### src/rtl/fifo_pkg.sv
// Shared FIFO definitions: read-mode constants and the pointer/level width helpers
// used by the line-buffer and window blocks.
package fifo_pkg;

   localparam int FIFO_STD  = 0;
   localparam int FIFO_FWFT = 1;

   // Address width for a DEPTH-entry array; never narrower than one bit.
   function automatic int addr_w(input int depth);
      return (depth > 1) ? $clog2(depth) : 1;
   endfunction

   // Width able to hold every occupancy value 0..depth inclusive.
   function automatic int level_w(input int depth);
      return $clog2(depth + 1);
   endfunction

endpackage

### src/rtl/sdp_ram.sv
// Simple dual-port RAM: one synchronous write port, one registered read port.
module sdp_ram #(
   parameter int WIDTH  = 8,
   parameter int DEPTH  = 200,
   parameter int ADDR_W = 8
) (
   input  logic              clk,
   input  logic              rst_n,
   input  logic              we_i,
   input  logic [ADDR_W-1:0] wr_addr_i,
   input  logic [WIDTH-1:0]  wr_data_i,
   input  logic              re_i,
   input  logic [ADDR_W-1:0] rd_addr_i,
   output logic [WIDTH-1:0]  rd_data_o
);

   logic [WIDTH-1:0] mem_q [DEPTH];
   logic [WIDTH-1:0] rd_data_q;

   // NOTE: the array is deliberately left without reset so it maps onto block RAM;
   // only the read register is reset, because it drives a visible output.
   always_ff @(posedge clk) begin
      if (we_i) begin
         mem_q[wr_addr_i] <= wr_data_i;
      end
   end

   always_ff @(posedge clk) begin
      if (!rst_n) begin
         rd_data_q <= '0;
      end else if (re_i) begin
         rd_data_q <= mem_q[rd_addr_i];
      end
   end

   assign rd_data_o = rd_data_q;

endmodule

### src/rtl/sync_fifo_param.sv
// Parametrised single-clock FIFO with standard or first-word-fall-through read,
// level/threshold flags and sticky overflow/underflow.
module sync_fifo_param
   import fifo_pkg::*;
#(
   parameter int WIDTH     = 8,
   parameter int DEPTH     = 200,
   parameter int FWFT      = FIFO_STD,
   parameter int AF_THRESH = 196,
   parameter int AE_THRESH = 4
) (
   input  logic                      clk,
   input  logic                      rst_n,
   input  logic                      clr,
   input  logic [WIDTH-1:0]          din,
   input  logic                      wr_en,
   input  logic                      rd_en,
   output logic [WIDTH-1:0]          dout,
   output logic                      full,
   output logic                      empty,
   output logic                      almost_full,
   output logic                      almost_empty,
   output logic [level_w(DEPTH)-1:0] level,
   output logic                      overflow,
   output logic                      underflow
);

   localparam int ADDR_W = addr_w(DEPTH);
   localparam int LVL_W  = level_w(DEPTH);

   localparam logic [ADDR_W-1:0] PTR_LAST = ADDR_W'(DEPTH - 1);
   localparam logic [ADDR_W-1:0] PTR_ONE  = ADDR_W'(1);
   localparam logic [LVL_W-1:0]  LVL_ONE  = LVL_W'(1);
   localparam logic [LVL_W-1:0]  LVL_FULL = LVL_W'(DEPTH);
   localparam logic [LVL_W-1:0]  LVL_AF   = LVL_W'(AF_THRESH);
   localparam logic [LVL_W-1:0]  LVL_AE   = LVL_W'(AE_THRESH);

   generate
      if (DEPTH < 2) begin : g_err_depth
         $error("sync_fifo_param: DEPTH must be at least 2");
      end
      if (AF_THRESH > DEPTH) begin : g_err_af
         $error("sync_fifo_param: AF_THRESH must not exceed DEPTH");
      end
      if (AE_THRESH >= DEPTH) begin : g_err_ae
         $error("sync_fifo_param: AE_THRESH must be below DEPTH");
      end
   endgenerate

   logic [ADDR_W-1:0] wr_ptr_q, wr_ptr_d;
   logic [ADDR_W-1:0] rd_ptr_q, rd_ptr_d;
   logic [LVL_W-1:0]  level_q, level_d;
   logic              overflow_q, overflow_d;
   logic              underflow_q, underflow_d;
   logic              write_acc, read_acc;
   logic              ram_we, ram_rd;
   logic              empty_w;

   // Explicit wrap so non-power-of-two depths never rely on modulo-2^n overflow.
   function automatic logic [ADDR_W-1:0] ptr_inc(input logic [ADDR_W-1:0] p);
      return (p == PTR_LAST) ? '0 : p + PTR_ONE;
   endfunction

   assign full         = (level_q == LVL_FULL);
   assign almost_full  = (level_q >= LVL_AF);
   assign almost_empty = (level_q <= LVL_AE);
   assign empty        = empty_w;
   assign level        = level_q;
   assign overflow     = overflow_q;
   assign underflow    = underflow_q;

   assign write_acc = wr_en && !full;
   assign read_acc  = rd_en && !empty_w;
   assign ram_we    = write_acc && !clr && rst_n;

   generate
      if (FWFT == FIFO_FWFT) begin : g_fwft
         logic out_valid_q, out_valid_d;
         logic ram_has_data;

         // The output register counts toward level, so RAM holds level minus out_valid words.
         always_comb begin
            ram_has_data = (level_q != LVL_W'(out_valid_q));
            ram_rd       = !clr && ram_has_data && (!out_valid_q || read_acc);
            out_valid_d  = out_valid_q;
            if (clr) begin
               out_valid_d = 1'b0;
            end else if (ram_rd) begin
               out_valid_d = 1'b1;
            end else if (read_acc) begin
               out_valid_d = 1'b0;
            end
         end

         always_ff @(posedge clk) begin
            if (!rst_n) begin
               out_valid_q <= 1'b0;
            end else begin
               out_valid_q <= out_valid_d;
            end
         end

         assign empty_w = !out_valid_q;
      end else begin : g_std
         assign ram_rd  = read_acc && !clr;
         assign empty_w = (level_q == '0);
      end
   endgenerate

   // NOTE: every signal gets its hold value first so no path through this block infers a latch.
   always_comb begin
      wr_ptr_d    = wr_ptr_q;
      rd_ptr_d    = rd_ptr_q;
      level_d     = level_q;
      overflow_d  = overflow_q || (wr_en && full);
      underflow_d = underflow_q || (rd_en && empty_w);
      if (write_acc) begin
         wr_ptr_d = ptr_inc(wr_ptr_q);
      end
      if (ram_rd) begin
         rd_ptr_d = ptr_inc(rd_ptr_q);
      end
      case ({write_acc, read_acc})
         2'b10:   level_d = level_q + LVL_ONE;
         2'b01:   level_d = level_q - LVL_ONE;
         default: level_d = level_q;
      endcase
      if (clr) begin
         wr_ptr_d    = '0;
         rd_ptr_d    = '0;
         level_d     = '0;
         overflow_d  = 1'b0;
         underflow_d = 1'b0;
      end
   end

   // NOTE: state registers use non-blocking assignment so every flop samples pre-edge values.
   always_ff @(posedge clk) begin
      if (!rst_n) begin
         wr_ptr_q    <= '0;
         rd_ptr_q    <= '0;
         level_q     <= '0;
         overflow_q  <= 1'b0;
         underflow_q <= 1'b0;
      end else begin
         wr_ptr_q    <= wr_ptr_d;
         rd_ptr_q    <= rd_ptr_d;
         level_q     <= level_d;
         overflow_q  <= overflow_d;
         underflow_q <= underflow_d;
      end
   end

   sdp_ram #(
      .WIDTH (WIDTH),
      .DEPTH (DEPTH),
      .ADDR_W(ADDR_W)
   ) u_ram (
      .clk      (clk),
      .rst_n    (rst_n),
      .we_i     (ram_we),
      .wr_addr_i(wr_ptr_q),
      .wr_data_i(din),
      .re_i     (ram_rd),
      .rd_addr_i(rd_ptr_q),
      .rd_data_o(dout)
   );

endmodule
### config.mk
export PLATFORM = sky130hd
export DESIGN_NAME = sync_fifo_param
export DESIGN_NICKNAME = d
export VERILOG_FILES = /design/src/rtl/fifo_pkg.sv /design/src/rtl/sdp_ram.sv /design/src/rtl/sync_fifo_param.sv
export SDC_FILE = /design/constraint.sdc
export NUM_CORES = 2
export LEC_CHECK = 0
export ABC_AREA = 1
export CORE_ASPECT_RATIO = 0.7
export CORE_MARGIN = 3
export CORE_UTILIZATION = 50
export DETAILED_ROUTE_END_ITERATION = 10
export PLACE_DENSITY = 0.68
export REMOVE_ABC_BUFFERS = 1
export SYNTH_ARGS = -nofsm -noshare
export SYNTH_HDL_FRONTEND = slang
export SYNTH_SLANG_ARGS = --single-unit
export TNS_END_PERCENT = 5
### constraint.sdc
create_clock -name clk -period 5.1 [get_ports clk]
set_input_delay 1.275 -clock clk [delete_from_list [all_inputs] [get_ports clk]]
set_output_delay 1.275 -clock clk [all_outputs]
set_load 0.01 [all_outputs]
==> results.sh <==
export IMPL_max_stage_delay_ns=0.79
export IMPL_period_share_pct=89.1
export IMPL_synth_cell_area_um2=67500
export IMPL_vias_per_cell=5.95
export IMPL_grt_pass1_wl_um=270000
export IMPL_synth_area_leaders="sky130_fd_sc_hd__edfxtp_1, sky130_fd_sc_hd__nand2_1, sky130_fd_sc_hd__nand3_1"
export IMPL_ctsLongestPathBuffers=3
export IMPL_critical_path_top_cell_by_count="sky130_fd_sc_hd__nor2_1"
export IMPL_synth_cells=5835
export IMPL_yosys_area_top_type="sky130_fd_sc_hd__edfxtp_1"
export IMPL_synth_async_reset_ratio_pct=0
export IMPL_drt_wirelength_per_cell_um=24.2
export IMPL_routabilityCongestion=0.923
export IMPL_transition_at_the_pin_with_the_smallest_max_transition_slack_ns=1.25
export IMPL_cts_clk_slew_worst_paths_ns=0.06
export IMPL_floorplan_core_area_um2=134000
export IMPL_synth_avg_cell_area_um2=11.6
export IMPL_wirelength_um=184000
export IMPL_pin_count=35
export IMPL_post_cts_hold_buffer_count=0
export IMPL_critPathSlowestCell="sky130_fd_sc_hd__nor2_1"
export IMPL_drtIter0Drc=6791
export IMPL_timing_critical_path_required_ns=5.52
export IMPL_hold_viol=0
export IMPL_maxSlewHeadroom_pct=15.9
export IMPL_yosysWarnings=0
export IMPL_cts_inserted_buffers=147
export IMPL_fin_worst_skew_ns=0.0294
export IMPL_grt_antenna_before_repair=6
export IMPL_outcome="finished, final reports clean"
export IMPL_final_nets=5728
export IMPL_drtAntennaViolNets=0
export IMPL_drt_pass1_iter_count=6
export IMPL_post_place_ws_ns=-0.0399
export IMPL_yosys_register_bits=1634
export IMPL_placement_rows=112
export IMPL_htree_num_levels=4
export IMPL_area_growth_syn_to_layout_pct=9.19
export IMPL_slew_viol_final=0
export IMPL_power_density_nw_per_um2=379
export IMPL_setup_violations=0
export IMPL_area_share_of_the_largest_cell_type_after_synthesis_pct=71.2
export IMPL_synth_flop_cell="sky130_fd_sc_hd__edfxtp_1"
export IMPL_grt_pass1_vias=42546
export IMPL_cts_num_sinks=1634
export IMPL_crit_path_dat_ns=4.96
export IMPL_drive_above_1_share_pct=5.75
export IMPL_groute_usage_overall_pct=26.0
export IMPL_post_synth_num_cell_types=40
export IMPL_crit_path_end_kind="register"
export IMPL_detail_route_drc_violations=0
export IMPL_static_leakage_power_nw=25.6
export IMPL_grt_overflow_total=0
export IMPL_worst_ir_drop_vdd_uv=365
export IMPL_cts_repair_timing_setup_buffer_count=0
export IMPL_layout_setup_ws_ns=0.558
export IMPL_clk_root_buf="sky130_fd_sc_hd__clkbuf_16"
export IMPL_clk_latency_ns=0.79
export IMPL_dieArea_um2=139000
export IMPL_max_freq_mhz=220
export IMPL_setup_worst_path_class="in -> reg"
export IMPL_fp_dieH_um=313
export IMPL_hold_ws_ns=0.477
export IMPL_grt_start_max_net_pins=250
export IMPL_cts_tree="yes"
export IMPL_io_buffer_count=34
export IMPL_initial_utilization_pct=50.5
export IMPL_setup_worst_path_start_class="primary input"
export IMPL_worst_hold_path_type="reg -> reg"
export IMPL_die_width_um=445
export IMPL_synth_enable_flop_cells=1600
export IMPL_via_count=45211
export IMPL_cp_cell_sequence="clkdlybuf4s50_1 > inv_2 > nor2_4 > inv_2 > nor2_1 > inv_1 > nor2_1 > nand2_1 > nor2_1"
export IMPL_finalCriticalPeriod_ns=4.54
export IMPL_detailed_placer_s_ending_hpwl_um=105000
export IMPL_rsz_0062_raised_after_global_routing="false"
export IMPL_fillerInstances=10992
export IMPL_post_cts_gate_resize_count=0
export IMPL_cap_violations=0
export IMPL_maximum_fanout_count_along_the_critical_path=16
export IMPL_synth_yosys_seq_area_share_pct=72.2
==> cells in the mapped netlist (6+ instances only) <==
| master | number |
|---|---|
| sky130_fd_sc_hd__buf_2 | 209 |
| sky130_fd_sc_hd__nand2_1 | 1943 |
| sky130_fd_sc_hd__o21a_1 | 6 |
| sky130_fd_sc_hd__edfxtp_1 | 1600 |
| sky130_fd_sc_hd__a21oi_1 | 24 |
| sky130_fd_sc_hd__clkbuf_1 | 67 |
| sky130_fd_sc_hd__buf_1 | 13 |
| sky130_fd_sc_hd__xor2_1 | 9 |
| sky130_fd_sc_hd__buf_6 | 36 |
| sky130_fd_sc_hd__ha_1 | 7 |
| sky130_fd_sc_hd__nand3_1 | 1362 |
| sky130_fd_sc_hd__nor2_1 | 277 |
| sky130_fd_sc_hd__o221ai_1 | 12 |
| sky130_fd_sc_hd__nor3_1 | 11 |
| sky130_fd_sc_hd__dfxtp_1 | 34 |
| sky130_fd_sc_hd__inv_1 | 49 |
| sky130_fd_sc_hd__o22ai_1 | 7 |
| sky130_fd_sc_hd__o21ai_0 | 50 |
| sky130_fd_sc_hd__buf_4 | 62 |
| sky130_fd_sc_hd__inv_2 | 7 |
==> per-stage QoR <==
stage | TNS [ns] | cells | util [%] | instance area, µm² | power (mW)
floorplan | -277.26 | 5448 | - | 65300 | 16.3
global placement | -2.34 | 7326 | 51.4 | 68800 | 16.8
detailed placement | -1.06 | 7326 | 51.4 | 68800 | 16.8
CTS | 0 | 7596 | 55.1 | 73700 | 28.0
global route | 0 | 7597 | 55.1 | 73700 | 28.8
finish | 0 | 7600 | 55.1 | 73700 | 28.0
==> worst max-delay path: cells and delay by family <==
kind / cells / cell delay, ns
AND/OR/NAND/NOR: 5 / 2.61
buffers and inverters: 4 / 1.06
==> flip-flops by register name (all words and copies together), names as in the netlist <==
| register | count |
|---|---|
| level | 8 |
| underflow | 1 |
| wr_ptr_q | 8 |
| u_ram.rd_data_o | 8 |
| overflow | 1 |
| rd_ptr_q | 8 |
| u_ram.mem_q | 1600 |
==> final timing paths <==
path / start / to / slack, ns / cells past startpoint
setup / recovery: rst_n / u_ram.mem_q[96][6] / 0.56 / 9
hold / removal: overflow / overflow / 0.48 / 2
setup reg to reg: level[5] / u_ram.mem_q[96][6] / 1.35 / 10
hold reg to reg: overflow / overflow / 0.48 / 2
==> routing by layer <==
layer  up-vias  share of wire, %  wire length [µm]  track usage, %
met5         -             0.014                26               0
met4         4               2.9              5250            8.69
met3       280                13             24700            8.10
met2      2783                42             76600            35.9
met1     21917                42             77000            39.1
li1      20227                 -                 -               -
==> logic make-up after synthesis <==
kind of cell               after synthesis  share of synthesized area (%)
adders and majority gates                7                          0.130
xor gates and xnor gates                11                          0.143
buffers and inverters                  446                           3.62
AOI/OAI and AO/OA                      114                          0.981
and+or+nand+nor                       3623                           22.9
DFF                                   1634                           72.2
==> layout by cell type (no fill, tap or decap), types with 24 or more instances in the layout <==
master / count
sky130_fd_sc_hd__nand2_1: 1943
sky130_fd_sc_hd__buf_4: 52
sky130_fd_sc_hd__clkdlybuf4s50_1: 26
sky130_fd_sc_hd__buf_12: 25
sky130_fd_sc_hd__inv_1: 47
sky130_fd_sc_hd__clkbuf_1: 27
sky130_fd_sc_hd__o21ai_0: 50
sky130_fd_sc_hd__nand3_1: 1362
sky130_fd_sc_hd__a21oi_1: 24
sky130_fd_sc_hd__edfxtp_1: 1600
sky130_fd_sc_hd__clkbuf_16: 151
sky130_fd_sc_hd__clkinv_2: 27
sky130_fd_sc_hd__clkinv_1: 28
sky130_fd_sc_hd__nor2_1: 277
sky130_fd_sc_hd__dfxtp_1: 29
==> cell type report <==
cell class              count  area (µm²)  share of cell area, %
flip-flops and latches   1634       48700                   66.1
multi-input cells        3755       16300                   22.1
clock buffers             180        3910                   5.30
well taps                1767        2210                   3.00
repair buffers            111        1250                   1.69
clock inverters            90         987                   1.34
inverters                  59         262                  0.355
diodes                      4        10.0                 0.0136
==> where the power goes <==
group	switching, mW	internal [mW]	total (mW)
Sequential	0.0415	14.7	14.8
Combinational	1.32	0.446	1.76
Clock	4.97	6.45	11.4
Total	6.33	21.6	28.0
Power figures use the tool's default switching activity.
